--- config.mk ---
export PLATFORM = sky130hd
export DESIGN_NAME = b_ram_access_ctrl_flat
export DESIGN_NICKNAME = d
export VERILOG_FILES = /design/src/rtl/b_ram_access_ctrl_if.sv /design/src/rtl/b_ram_access_ctrl.sv /design/src/flat_wrapper.sv
export SDC_FILE = /design/constraint.sdc
export NUM_CORES = 1
export LEC_CHECK = 0
export BUFFER_PORTS_ARGS = -buffer_cell sky130_fd_sc_hd__buf_2
export CORE_MARGIN = 5
export CORE_UTILIZATION = 38
export DETAILED_ROUTE_END_ITERATION = 6
export GPL_TIMING_DRIVEN = 0
export MAX_ROUTING_LAYER = met4
export PLACE_DENSITY = 0.7
export SKIP_CTS_REPAIR_TIMING = 1
export SLEW_MARGIN = 20
export SYNTH_ARGS = -nofsm -noshare
export SYNTH_HDL_FRONTEND = slang
export SYNTH_SLANG_ARGS = --single-unit
--- constraint.sdc ---
create_clock -name clk -period 3 [get_ports clk]
set_clock_uncertainty 0.05 [all_clocks]
set_input_delay 0.45 -clock clk [delete_from_list [all_inputs] [get_ports clk]]
set_output_delay 0.45 -clock clk [all_outputs]
set_load 0.01 [all_outputs]
--- src/rtl/b_ram_access_ctrl_if.sv ---
// Bus bundle between the B RAM access controller and its fill/traceback clients.
// The master side drives requests and the slave side (the controller) answers.
interface b_ram_access_ctrl_if #(
    parameter int BitAddr = 8
);
    logic             start;
    logic             stall;
    logic             tb_req;
    logic [BitAddr:0] tb_j;
    logic             rd_en;
    logic [BitAddr:0] addr_B;
    logic             data_valid;
    logic [BitAddr:0] i_row;
    logic [BitAddr:0] j_col;
    logic             tb_gnt;
    logic             row_done;
    logic             fill_done;
    logic             trace_done;
    logic             err_range;
    logic             busy;

    modport master (
        output start, stall, tb_req, tb_j,
        input  rd_en, addr_B, data_valid, i_row, j_col, tb_gnt,
        input  row_done, fill_done, trace_done, err_range, busy
    );

    modport slave (
        input  start, stall, tb_req, tb_j,
        output rd_en, addr_B, data_valid, i_row, j_col, tb_gnt,
        output row_done, fill_done, trace_done, err_range, busy
    );
endinterface

--- src/rtl/b_ram_access_ctrl.sv ---
// Sequences B RAM reads: a row-by-row fill pass over an N x N matrix, then
// traceback reads on request until the traceback reaches column 0.
module b_ram_access_ctrl #(
    parameter int N       = 128,
    parameter int BitAddr = $clog2(N + 1)
) (
    input  logic                 clk,
    input  logic                 rst_n,
    b_ram_access_ctrl_if.slave   bus
);
    typedef enum logic [2:0] {IDLE, FILL, ROW_END, TRACE, DONE} state_t;

    localparam logic [BitAddr:0] N_VAL = N[BitAddr:0];
    localparam logic [BitAddr:0] ONE   = {{BitAddr{1'b0}}, 1'b1};

    state_t           state_reg, state_next;
    logic [BitAddr:0] i_reg, i_next;
    logic [BitAddr:0] j_reg, j_next;
    logic [BitAddr:0] addr_reg, addr_next;
    logic             rd_en_reg, rd_en_next;
    logic             gnt_reg, gnt_next;
    logic             row_done_reg, row_done_next;
    logic             fill_done_reg, fill_done_next;
    logic             trace_done_reg, trace_done_next;
    logic             err_reg, err_next;
    logic             dv_reg;

    always_ff @(posedge clk or negedge rst_n) begin
        if (!rst_n) begin
            state_reg      <= IDLE;
            i_reg          <= '0;
            j_reg          <= '0;
            addr_reg       <= '0;
            rd_en_reg      <= 1'b0;
            gnt_reg        <= 1'b0;
            row_done_reg   <= 1'b0;
            fill_done_reg  <= 1'b0;
            trace_done_reg <= 1'b0;
            err_reg        <= 1'b0;
            dv_reg         <= 1'b0;
        end else begin
            state_reg      <= state_next;
            i_reg          <= i_next;
            j_reg          <= j_next;
            addr_reg       <= addr_next;
            rd_en_reg      <= rd_en_next;
            gnt_reg        <= gnt_next;
            row_done_reg   <= row_done_next;
            fill_done_reg  <= fill_done_next;
            trace_done_reg <= trace_done_next;
            err_reg        <= err_next;
            // RAM has one cycle of read latency
            dv_reg         <= rd_en_reg;
        end
    end

    always_comb begin
        state_next      = state_reg;
        i_next          = i_reg;
        j_next          = j_reg;
        rd_en_next      = 1'b0;
        addr_next       = '0;
        gnt_next        = 1'b0;
        row_done_next   = 1'b0;
        fill_done_next  = 1'b0;
        trace_done_next = 1'b0;
        err_next        = 1'b0;

        case (state_reg)
            IDLE: begin
                if (bus.start) begin
                    state_next = FILL;
                    i_next     = ONE;
                    j_next     = ONE;
                end
            end
            FILL: begin
                if (bus.stall) begin
                    // A stalled cycle keeps the last address on the bus
                    addr_next = addr_reg;
                end else begin
                    rd_en_next = 1'b1;
                    addr_next  = j_reg;
                    if (j_reg == N_VAL) state_next = ROW_END;
                    else                j_next     = j_reg + ONE;
                end
            end
            ROW_END: begin
                row_done_next = 1'b1;
                if (i_reg == N_VAL) begin
                    fill_done_next = 1'b1;
                    state_next     = TRACE;
                    i_next         = '0;
                    j_next         = '0;
                end else begin
                    i_next     = i_reg + ONE;
                    j_next     = ONE;
                    state_next = FILL;
                end
            end
            TRACE: begin
                if (bus.tb_req) begin
                    if (bus.tb_j == '0) begin
                        trace_done_next = 1'b1;
                        state_next      = DONE;
                    end else if (bus.tb_j > N_VAL) begin
                        err_next = 1'b1;
                    end else begin
                        rd_en_next = 1'b1;
                        addr_next  = bus.tb_j;
                        gnt_next   = 1'b1;
                    end
                end
            end
            DONE:    state_next = IDLE;
            default: state_next = IDLE;
        endcase
    end

    assign bus.rd_en      = rd_en_reg;
    assign bus.addr_B     = addr_reg;
    assign bus.data_valid = dv_reg;
    assign bus.i_row      = i_reg;
    assign bus.j_col      = j_reg;
    assign bus.tb_gnt     = gnt_reg;
    assign bus.row_done   = row_done_reg;
    assign bus.fill_done  = fill_done_reg;
    assign bus.trace_done = trace_done_reg;
    assign bus.err_range  = err_reg;
    assign bus.busy       = (state_reg != IDLE);
endmodule

--- src/flat_wrapper.sv ---
// flat-port wrapper written by rule: the top's interface ports become plain ports
module b_ram_access_ctrl_flat 
#(
    parameter int N       = 128,
    parameter int BitAddr = $clog2(N + 1)
)
  (clk, rst_n, bus_start, bus_stall, bus_tb_req, bus_tb_j, bus_rd_en, bus_addr_B, bus_data_valid, bus_i_row, bus_j_col, bus_tb_gnt, bus_row_done, bus_fill_done, bus_trace_done, bus_err_range, bus_busy);
  b_ram_access_ctrl_if #(.BitAddr(BitAddr)) bus_i ();
  input  logic clk;
  input  logic rst_n;
  input wire logic [$bits(bus_i.start)-1:0] bus_start;
  input wire logic [$bits(bus_i.stall)-1:0] bus_stall;
  input wire logic [$bits(bus_i.tb_req)-1:0] bus_tb_req;
  input wire logic [$bits(bus_i.tb_j)-1:0] bus_tb_j;
  output wire logic [$bits(bus_i.rd_en)-1:0] bus_rd_en;
  output wire logic [$bits(bus_i.addr_B)-1:0] bus_addr_B;
  output wire logic [$bits(bus_i.data_valid)-1:0] bus_data_valid;
  output wire logic [$bits(bus_i.i_row)-1:0] bus_i_row;
  output wire logic [$bits(bus_i.j_col)-1:0] bus_j_col;
  output wire logic [$bits(bus_i.tb_gnt)-1:0] bus_tb_gnt;
  output wire logic [$bits(bus_i.row_done)-1:0] bus_row_done;
  output wire logic [$bits(bus_i.fill_done)-1:0] bus_fill_done;
  output wire logic [$bits(bus_i.trace_done)-1:0] bus_trace_done;
  output wire logic [$bits(bus_i.err_range)-1:0] bus_err_range;
  output wire logic [$bits(bus_i.busy)-1:0] bus_busy;
  assign bus_i.start = bus_start;
  assign bus_i.stall = bus_stall;
  assign bus_i.tb_req = bus_tb_req;
  assign bus_i.tb_j = bus_tb_j;
  assign bus_rd_en = bus_i.rd_en;
  assign bus_addr_B = bus_i.addr_B;
  assign bus_data_valid = bus_i.data_valid;
  assign bus_i_row = bus_i.i_row;
  assign bus_j_col = bus_i.j_col;
  assign bus_tb_gnt = bus_i.tb_gnt;
  assign bus_row_done = bus_i.row_done;
  assign bus_fill_done = bus_i.fill_done;
  assign bus_trace_done = bus_i.trace_done;
  assign bus_err_range = bus_i.err_range;
  assign bus_busy = bus_i.busy;
  b_ram_access_ctrl #(.N(N), .BitAddr(BitAddr)) u_core (.clk(clk), .rst_n(rst_n), .bus(bus_i));
endmodule
Yosys cells after proc, flatten, opt, wreduce, memory -nomap -nowiden:

Index checks and enable logic that the tools add are counted.
W data, S select, Z words.

* bits in registers: 37
* latch bits: 0
* bits in writable memories: 0
* ROM bits: 0
* bits of input ports: 14
* output and inout port bits: 35
* logic and storage cells: 68
* memories: 0

* add/sub/neg operators: 2
* $mul: 0
* div/mod/pow operators: 0
* magnitude comparators: 1
* equal/unequal tests: 11
* shift-type cells: 0
* muxes and demuxes: 35
* bitwise logic cells: 0
* reductions and logical operators: 8

Operators with widths (number)
* $mux W9: 8
* $pmux W9 S2: 2
* $pmux W9 S3: 1
* $add A9 B1 Y9 const B: 2
* $eq A9 B8 Y1 const B: 2
* $mux W1: 16
* $mux W3: 5
* $pmux W3 S4: 1
* $gt A9 B8 Y1 const B: 1
* $logic_not A9 Y1: 1
* $ne A2 B2 Y1 const B: 4
* $eq A3 B2 Y1 const B: 2
* $reduce_bool A3 Y1: 2
* $reduce_and A5 Y1: 1
* $ne A2 B1 Y1 const B: 2
* $reduce_and A4 Y1: 1
* $eq A3 B1 Y1 const B: 1
* $logic_not A3 Y1: 1
* $mux W2: 1
* $pmux W1 S2: 1
* $reduce_and A2 Y1: 1
* $reduce_bool A2 Y1: 1

Logic depth before layout (Yosys ltp):

Gate-level depths: netlist of run 1.

* depth after elaboration: 5
* depth in mapped cells: 7
* mapped depth without buffers: 6

Least setup slack after synthesis of run 1:

No wires, ideal clock.

* path kind: input to register
* start point: input bus_tb_j[4]
* end point: register u_core.rd_en_reg (netlist: u_core.bus.rd_en)
* setup time: 0.124 ns
* arrival time: 1.501 ns
* data required time: 2.826 ns
* setup slack: 1.325 ns
* stages: 4
* path buffers: 0
* cells stage by stage: or4_4 nor3_4 nor3_4 or2_1

* cells in the longest elaborated chain, start to end: 5
* elaborated cells on any way between the ends: 6
* those cells by class: order compare: 1; mux: 4; reduce/logical: 1

RTL lines
* from (decl): line flat_wrapper.sv:14 `input wire logic [$bits(bus_i.tb_j)-1:0] bus_tb_j;`
* $gt A9 B8 Y1: line b_ram_access_ctrl.sv:106 `end else if (bus.tb_j > N_VAL) begin`
* $mux W1: line b_ram_access_ctrl.sv:106
* $mux W1 (*): line b_ram_access_ctrl.sv:103 `if (bus.tb_j == '0) begin`
* $mux W1 (*): line b_ram_access_ctrl.sv:102 `if (bus.tb_req) begin`
* $pmux W1 S2 (*): line b_ram_access_ctrl.sv:69 `case (state_reg)`
* named net u_core.rd_en_next: line b_ram_access_ctrl.sv:20 `logic rd_en_reg, rd_en_next;`
* to (signal assigned): line b_ram_access_ctrl.sv:46 `rd_en_reg <= rd_en_next;`
* to (decl): line b_ram_access_ctrl.sv:20

Mark *: on every way through the listed nets, which the timed path passes. The rest lies on a longest branch.
A chain may end at the register's enable or synchronous reset.

Worst setup path after layout of run 1:

* start point: register u_core.state_reg[0]
* end point: output bus_busy

* cells in the longest elaborated chain, start to end: 1

RTL lines
* from (decl): line b_ram_access_ctrl.sv:16 `state_t state_reg, state_next;`
* from (signal assigned): line b_ram_access_ctrl.sv:42 `state_reg <= state_next;`
* $reduce_bool A3 Y1: line b_ram_access_ctrl.sv:130 `assign bus.busy = (state_reg != IDLE);`
* to (decl): line flat_wrapper.sv:25 `output wire logic [$bits(bus_i.busy)-1:0] bus_busy;`

Every way passes these cells.

==> results by group, run 1 <==
Route
  – Detailed Route WL: 4.62 mm
  – Iteration-0 DRC Markers: 107
  – Antenna-violating nets left: 0
  – Drt pass-1 iters: 4
  – Vias: 1591
  – Number of remaining DRC errors: 0
  – Via-to-Cell Ratio: 5.27
  – Routed len/inst: 15.3 um

STA
  – Final setup violation count: 0
  – Final period demand of the worst path: 1990 ps
  – RSZ-0062 raised after global routing: false
  – Worst-Margin Slew: 824 ps
  – Final Hold Viols: 0
  – Final period utilization: 66.4%
  – Fin. max-slew vios: 0
  – Setup Total Neg Slack: 0 ps
  – Slew HR: 45.1%
  – FMAX: 0.502 GHz

Synthesis
  – Flops & latches, synth: 37
  – Netlist Area Pre-Place: 1920 sq um
  – Sequential-to-total area share from yosys stat: 48.2%
  – Synth area leaders: dfrtp_1 48%, mux2i_1 5.7%, o2bb2ai_1 3.2%
  – Yosys top cell by area: dfrtp_1
  – YS warnings: 0
  – Syn Area/Cell: 10.7 sq um
  – Post-Synthesis Net Count: 197
  – Top-count cell post-synth: dfrtp_1
  – Cells after Synth: 179
  – Primary FF master, synth: dfrtp_1
  – Post-synth top area share: 48.2%
  – Post-synth EDFFs: 0
  – List of most frequent post-synthesis cells: 37 x dfrtp_1, 13 x nand2_1, 11 x mux2i_1, 11 x nor2_1
  – Synth async-reset ratio: 100%
  – Yosys cell types: 48

Power
  – Worst vdd ir: 0.223 mV
  – Power Total: 1.56 mW
  – P_leak: 1.12 nW
  – Pwr dens: 657 nW/um^2

CTS
  – # H-tree levels: 2
  – Root Buffer: clkbuf_8
  – CTS tree: done
  – Worst skew pair latency: 290 ps
  – Longest Clk Path Bufs: 2
  – Clock-pin slew on the worst setup and hold paths: 70 ps
  – # clock sinks: 37
  – Num CTS Buffers: 5

Setup path
  – WP data arrival: 1490 ps
  – Worst EP required: 2500 ps
  – CP Class: register to primary output
  – Crit-path max FO: 10
  – Startpoint Class: register
  – Critical path capture point type: primary output

Layout
  – Reg area: 926 sq um
  – Layout area overhead: 23.8%
  – Ant. Diodes: 0
  – Fillers: 468
  – Final nets: 252
  – Multi-input logic area: 921 sq um
  – Layout cells sized above 1: 31.5%

GRT
  – Tot GR Track Use: 15.7%
  – Met3 Resource Use GR: 2.44%
  – GRT overflow: 0
  – Global routing met1 resource utilization: 19.6%
  – First-pass GRT wire length: 7.71 mm
  – Vias in the first global route: 1577
  – Met2 Resource Use GR: 25.0%
  – Initial antenna violation count: 0
  – Gr busiest metal: met2
  – Largest net degree at the start of global routing: 38

Floorplan
  – Die width: 81.1 um
  – Die Ht: 81.1 um
  – I/O Pins: 49
  – Die area: 6580 sq um
  – Starting Density: 39.9%
  – Core ar.: 4820 sq um
  – Row count: 25

Placement
  – Port Buffers: 48
  – Global placement routability congestion: 0.776
  – Detailed Place HPWL: 3.36 mm

Min path
  – Worst hold path class: input port to asynchronous set/reset pin

Status
  – Status: complete, no violations

Run
  – Max Cap Viol: 0
cell usage in the layout (no fill, tap or decap), drive strengths merged:
cell	instances
a21oi	9
a22o	4
a31oi	4
a41oi	2
and3	4
and3b	1
and4	1
buf	53
bufinv	2
clkbuf	6
clkinv	1
dfrtp	37
ha	4
inv	8
mux2	1
mux2i	11
nand2	14
nand2b	1
nand3	6
nand3b	1
nand4	6
nand4b	2
nor2	11
nor3	3
nor4	3
nor4b	5
o21a	2
o21ai	7
o221ai	1
o2bb2ai	7
o31ai	1
o32ai	1
or2	2
or3	5
or3b	1
or4	2
xnor2	3
xor2	3
power by group:
part / leakage, nW / switching (mW) / internal [mW] / total, mW
sequential: 0.465 / 0.103 / 0.594 / 0.698
clock: 0.0681 / 0.185 / 0.330 / 0.515
combinational: 0.583 / 0.184 / 0.165 / 0.349
kinds of logic (layout without fill, tap and decap cells):
family	count (synthesis)	in the layout	share of synthesized area, %
multiplexers	12	12	6.32
flip-flops	37	37	48.2
AO/OA/AOI/OAI	38	38	13.9
XOR/XNOR	6	6	2.74
AND/OR/NAND/NOR	68	68	22.4
buffers and inverters	14	70	3.84
adder cells (fa/ha/maj)	4	4	2.61
final cells by class:
class / instances / area share, %
clock buffer: 5 / 2.89
timing repair buffer: 48 / 10.1
tap: 67 / 3.52
multi-input combinational: 128 / 38.7
inverter: 8 / 1.26
buffer: 6 / 1.84
clock inverter: 3 / 2.74
sequential: 37 / 38.9
worst paths after layout:
check,start,end,slack (ps),cells past startpoint
worst min-delay path,rst_n,u_core.bus.err_range,200,1
max in group asynchronous,rst_n,u_core.bus.j_col[5],2180,1
worst max register to register,u_core.bus.j_col[0],u_core.bus.j_col[0],1160,6
worst max-delay path,u_core.state_reg[0],bus_busy,1010,3
worst min register to register,u_core.bus.rd_en,u_core.bus.data_valid,330,0
min in group clk,bus_tb_j[8],u_core.state_reg[2],320,2
through the flow:
| stage | setup slack, ps | area (sq um) | hold slack, ps | utilization [%] | cells |
|---|---|---|---|---|---|
| global placement | 1140 | 2240 | 322 | 46.6 | 294 |
| detailed placement | 1130 | 2240 | 321 | 46.6 | 294 |
| global route | 963 | 2380 | 276 | 49.4 | 302 |
| finish | 1010 | 2380 | 197 | 49.4 | 302 |
| CTS | 999 | 2380 | 225 | 49.4 | 302 |
| floorplan | 1320 | 1920 | 104 | - | 179 |
per-layer routing:
layer	up-vias	wire length (um)	part of all wire, %
met1	771	2090	45
met2	38	2270	49
met3	7	159	3.4
met5	-	0	0
met4	0	101	2.2
li1	775	-	-
critical path, stage by stage, from the launching register on:
cell and delay (ps):
dfrtp_1 430, buf_2 190, or3_2 430, buf_2 150
(Power assumes the default switching activity.)
==> run 2, diff against run 1 <==
--- a/config.mk
+++ b/config.mk
@@ -11,7 +11,7 @@
 export DETAILED_ROUTE_END_ITERATION = 6
 export GPL_TIMING_DRIVEN = 0
 export MAX_ROUTING_LAYER = met4
-export PLACE_DENSITY = 0.7
+export PLACE_DENSITY = 0.73
 export SKIP_CTS_REPAIR_TIMING = 1
 export SLEW_MARGIN = 20
 export SYNTH_ARGS = -nofsm -noshare
==> constraint.sdc (replaced) <==
create_clock -name clk -period 1.6 [get_ports clk]
set_clock_uncertainty 0.05 [all_clocks]
set_input_delay 0.24 -clock clk [delete_from_list [all_inputs] [get_ports clk]]
set_output_delay 0.24 -clock clk [all_outputs]
set_load 0.01 [all_outputs]
==> results by group, run 2 (synthesized netlist as in run 1, its figures left out) <==
Route
  – Vias: 1695 (+6.5%)
  – Routed len/inst: 15.3 um (+0.10%)
  – Number of remaining DRC errors: 0 (unchanged)
  – Via-to-Cell Ratio: 5.31 (+0.86%)
  – Detailed Route WL: 4.88 mm (+5.7%)
  – Iteration-0 DRC Markers: 51 (-52%)
  – Antenna-violating nets left: 0 (unchanged)
  – Drt pass-1 iters: 5 (+1)

Floorplan
  – Row count: 25 (unchanged)
  – Starting Density: 39.9% (unchanged)
  – Die area: 6580 sq um (unchanged)
  – I/O Pins: 49 (unchanged)
  – Die Ht: 81.1 um (unchanged)
  – Core ar.: 4820 sq um (unchanged)
  – Die width: 81.1 um (unchanged)

STA
  – Worst-Margin Slew: 809 ps (-15.1 ps)
  – Final Hold Viols: 36 (+36)
  – Final period utilization: 106%
  – Slew HR: 46.1% (+1.0 points)
  – Final period demand of the worst path: 1700 ps
  – RSZ-0062 raised after global routing: true
  – Setup Total Neg Slack: -141 ps (-141 ps)
  – Final setup violation count: 3 (+3)
  – WHS: -18.8 ps (-216 ps)
  – Setup slack after layout: -96.3 ps (-1100 ps)
  – Fin. max-slew vios: 0 (unchanged)
  – FMAX: 0.590 GHz

Status
  – Violated checks: negative hold slack, negative setup slack
  – Status: finished with violations

Setup path
  – Path depth of the worst reg2reg path: 6 (unchanged)
  – Crit-path max FO: 5 (-5)
  – CP Cell Sequence: buf_6 > or3b_4 > inv_4 > and3_4 > a31oi_4 > mux2_4
  – Startpoint Class: register
  – WP data arrival: 1830 ps (+340 ps)
  – Worst EP required: 1730 ps (-770 ps)
  – Critical path capture point type: register
  – Reg2reg start: u_core.state_reg[1]
  – Crit path max-delay family: simple AND/OR/NAND/NOR gates
  – Slowest cell on crit path: or3b_4
  – CP Class: register to register
  – Reg-to-reg setup timing slack: -100 ps (-1260 ps)
  – Slowest Stage Delay on Critical Path: 420 ps (about the same)
  – WP buf/inv: 2 (unchanged)
  – Reg-to-Reg End: u_core.bus.j_col[0]

GRT
  – First-pass GRT wire length: 7.29 mm (-5.5%)
  – Vias in the first global route: 1505 (-4.6%)
  – Initial antenna violation count: 0 (unchanged)
  – Largest net degree at the start of global routing: 38 (unchanged)
  – Tot GR Track Use: 14.9% (-0.81 points)
  – GRT overflow: 0 (unchanged)

Layout
  – Final core occ: 55.9% (+6.5 points)
  – Commonest cells after routing, fill and taps aside: 49 x buf_2, 30 x dfrtp_1, 15 x buf_4
  – Layout area overhead: 40.1%
  – Ant. Diodes: 0 (unchanged)
  – Most common cell after layout, fill and taps aside: buf_2
  – Final nets: 269 (+6.7%)
  – Layout cells sized above 1: 46.0% (+15 points)

CTS
  – # clock sinks: 37 (unchanged)
  – Clock-pin slew on the worst setup and hold paths: 80 ps (about the same)
  – # H-tree levels: 2 (unchanged)
  – Num CTS Buffers: 5 (unchanged)
  – Worst skew pair latency: 300 ps (about the same)
  – Root Buffer: clkbuf_8
  – Longest Clk Path Bufs: 2 (unchanged)
  – CTS tree: done

Power
  – P_leak: 1.26 nW (+13%)
  – Pwr dens: 1150 nW/um^2 (+75%)
  – Worst vdd ir: 0.511 mV (+130%)

Run
  – Max Cap Viol: 0 (unchanged)

Min path
  – Worst hold path class: input port to asynchronous set/reset pin

Placement
  – Detailed Place HPWL: 3.29 mm (-2.2%)
  – Global placement routability congestion: 0.774 (-0.22%)
  – Port Buffers: 48 (unchanged)
run 2: cell count changes in the layout (fill, tap and decap cells not counted), sizes merged:
cell    before  now
clkbuf       6    5
buf         53   71
run 2: worst max-delay path by stage:
stage	startpoint	endpoint	slack, ps	cells after the start
after global placement	bus_tb_j[4]	u_core.bus.addr_B[0]	-110	5
after floorplan	u_core.bus.i_row[4]	u_core.bus.j_col[0]	30	5
after CTS	u_core.bus.j_col[0]	u_core.bus.j_col[0]	-180	6
after detailed placement	u_core.bus.j_col[0]	u_core.bus.j_col[0]	-150	6
after global routing	u_core.state_reg[1]	u_core.bus.j_col[0]	-130	6
final	u_core.state_reg[1]	u_core.bus.j_col[0]	-100	6
run 2: cell type report:
class	instances	area [sq um]
Tap cell	67	83.8
Clock buffer	5	68.8
Fill cell	415	2130
Buffer	5	50.0
Inverter	8	32.5
Timing Repair Buffer	66	395
Clock inverter	3	65.1
Sequential cell	37	935
Multi-Input combinational cell	128	1060
run 2: stage by stage:
step           std cells  power (mW)  instance area (sq um)  setup WS [ps]  hold WS (ps)
2_1_floorplan        179        1.68                   1940           25.7          -106
6_report             319        3.09                   2690          -96.3         -18.8
3_3_place_gp         294        1.99                   2270           -109           324
4_1_cts              302        2.97                   2400           -175          14.7
3_5_place_dp         294        2.00                   2270           -148           319
5_1_grt              319        3.26                   2690           -127          56.2
run 2: power breakdown:
part,switching [mW],total (mW),internal (mW)
clock network,0.348,0.968,0.619
logic,0.397,0.808,0.411
registers,0.188,1.31,1.13
total,0.933,3.09,2.16
run 2: layer usage:
metal	part of all wire, %	up-vias	wire [um]	GRT usage (%)
met2	50	40	2450	23.5
met3	4.6	8	226	2.99
met4	1.8	0	87	5.91
met5	0	-	0	-
li1	-	818	-	-
met1	43	829	2120	18.8
==> run 3, diff against run 2 <==
--- a/config.mk
+++ b/config.mk
@@ -7,11 +7,11 @@
 export LEC_CHECK = 0
 export BUFFER_PORTS_ARGS = -buffer_cell sky130_fd_sc_hd__buf_2
 export CORE_MARGIN = 5
-export CORE_UTILIZATION = 38
+export CORE_UTILIZATION = 47
 export DETAILED_ROUTE_END_ITERATION = 6
 export GPL_TIMING_DRIVEN = 0
 export MAX_ROUTING_LAYER = met4
-export PLACE_DENSITY = 0.73
+export PLACE_DENSITY = 0.85
 export SKIP_CTS_REPAIR_TIMING = 1
 export SLEW_MARGIN = 20
 export SYNTH_ARGS = -nofsm -noshare
==> results by group, run 3 (synthesized netlist as in run 1, its figures left out) <==
STA
  – Fin. max-slew vios: 0 (unchanged)
  – Setup Total Neg Slack: -780 ps (-639 ps)
  – Setup slack after layout: -120 ps (-23.6 ps)
  – RSZ-0062 raised after global routing: true
  – Slew HR: 45.8% (-0.33 points)
  – Final period utilization: 107% (+1.5 points)
  – Final setup violation count: 18 (+15)
  – WHS: -17.1 ps (+1.63 ps)
  – Final Hold Viols: 37 (+2.8%)
  – Final period demand of the worst path: 1720 ps (+23.6 ps)
  – FMAX: 0.581 GHz (-1.4%)
  – Worst-Margin Slew: 814 ps (+4.91 ps)

Layout
  – Ant. Diodes: 0 (unchanged)
  – Layout area overhead: 33.0%
  – Layout cells sized above 1: 43.0% (-3.1 points)
  – Final nets: 266 (-1.1%)
  – Most common cell after layout, fill and taps aside: buf_2
  – Commonest cells after routing, fill and taps aside: 49 x buf_2, 32 x dfrtp_1, 13 x nand2_1, 13 x buf_4
  – Post-route cell area: 2550 sq um (-5.1%)

Route
  – Number of remaining DRC errors: 0 (unchanged)
  – Routed len/inst: 17.3 um (+13%)
  – Vias: 1763 (+4.0%)
  – Detailed Route WL: 5.17 mm (+5.9%)
  – Iteration-0 DRC Markers: 109 (+110%)
  – Drt pass-1 iters: 4 (-1)
  – Antenna-violating nets left: 0 (unchanged)
  – Via-to-Cell Ratio: 5.90 (+11%)

Power
  – P_sw: 955 uW (+2.4%)
  – Power Total: 2.77 mW (-10%)
  – Seq pwr share: 47.7% (+5.2 points)
  – Sw Share: 34.5% (+4.3 points)
  – Clock network fraction of total power: 23.1% (-8.2 points)
  – Comb pwr share: 29.2% (+3.0 points)
  – P_leak: 1.19 nW (-5.4%)
  – Pwr dens: 1080 nW/um^2 (-5.6%)
  – Internal power: 1.81 mW (-16%)
  – Worst vdd ir: 0.567 mV (+11%)

Setup path
  – Worst EP required: 1750 ps (+20 ps)
  – Critical path capture point type: register
  – CP Class: register to register
  – Crit-path max FO: 6 (+1)
  – Startpoint Class: register
  – WP data arrival: 1870 ps (+40 ps)

CTS
  – # H-tree levels: 2 (unchanged)
  – Clock-pin slew on the worst setup and hold paths: 80 ps (about the same)
  – Longest Clk Path Bufs: 2 (unchanged)
  – Num CTS Buffers: 5 (unchanged)
  – Root Buffer: clkbuf_8
  – CTS tree: done
  – # clock sinks: 37 (unchanged)
  – Worst skew pair latency: 290 ps (about the same)

Floorplan
  – Core ar.: 3970 sq um (-18%)
  – Starting Density: 48.4% (+8.5 points)
  – I/O Pins: 49 (unchanged)
  – Row count: 23 (-8.0%)
  – Die area: 5460 sq um (-17%)
  – Die Ht: 73.9 um (-8.8%)
  – Die width: 73.9 um (-8.8%)

GRT
  – Tot GR Track Use: 19.1% (+4.2 points)
  – Largest net degree at the start of global routing: 38 (unchanged)
  – Initial antenna violation count: 0 (unchanged)
  – GRT overflow: 0 (unchanged)
  – Vias in the first global route: 1555 (+3.3%)
  – First-pass GRT wire length: 7.64 mm (+4.8%)

Placement
  – Placed instance area: 2240 sq um (-0.94%)
  – Worst slack, placed: -154 ps (-5.54 ps)
  – Detailed Place HPWL: 3.32 mm (+0.98%)
  – Port Buffers: 48 (unchanged)
  – Global placement routability congestion: 0.890 (+15%)

Status
  – Violated checks: negative hold slack, negative setup slack
  – Status: finished with violations

Min path
  – Worst hold path class: input port to asynchronous set/reset pin

Run
  – Max Cap Viol: 0 (unchanged)
## run 3: changes by cell type in the layout (fill, tap and decap cells not counted), sizes merged
cell | before | now
clkinv | 1 | 2
buf | 71 | 68
bufinv | 2 | 0
clkbuf | 5 | 6
## run 3: layout make-up
class,instances,area [sq um]
buffer,5,50.0
clock buffer,6,72.6
clock inverter,2,10.0
fill,306,1420
inverter,8,32.5
multi-input combinational,128,1030
sequential,37,932
tap,50,62.6
timing repair buffer,63,369
## run 3: power groups by stage
stage	clock (mW)	combinational [mW]	sequential, mW
2_1_floorplan	0	0.296	1.38
3_3_place_gp	0	0.654	1.33
3_5_place_dp	0	0.674	1.33
4_1_cts	0.652	0.679	1.32
5_1_grt	0.693	0.879	1.35
6_report	0.639	0.810	1.32
## run 3: metal layers
metal,global-route usage (%),up-vias,wire [um]
li1,-,807,-
met1,23.7,881,2100
met2,30.1,61,2650
met3,4.51,14,275
met4,7.24,0,155
met5,-,-,0
## run 3: through the flow
| stage | cells | util (%) |
|---|---|---|
| global placement | 277 | 56.5 |
| CTS | 285 | 58.6 |
| detailed placement | 277 | 56.5 |
| finish | 299 | 64.3 |
| floorplan | 179 | - |
| global route | 299 | 64.3 |
## run 3: critical path, stage by stage (launching register included)
cell and delay (ps):
dfrtp_2 410, buf_6 130, buf_4 140, nor4b_2 390, and3_1 280, mux2i_1 220
## run 3: path summary, 6_finish.rpt
| check | start | to | slack (ps) | cells after the start |
|---|---|---|---|---|
| min reg2reg | u_core.bus.rd_en | u_core.bus.data_valid | 350 | 0 |
| max reg2reg | u_core.state_reg[0] | u_core.bus.j_col[2] | -120 | 5 |
| max | u_core.state_reg[0] | u_core.bus.j_col[2] | -120 | 5 |
| max in group asynchronous | rst_n | u_core.bus.j_col[2] | 950 | 1 |
| min | rst_n | u_core.bus.err_range | -20 | 1 |
| min in group clk | bus_tb_j[8] | u_core.bus.trace_done | 110 | 2 |
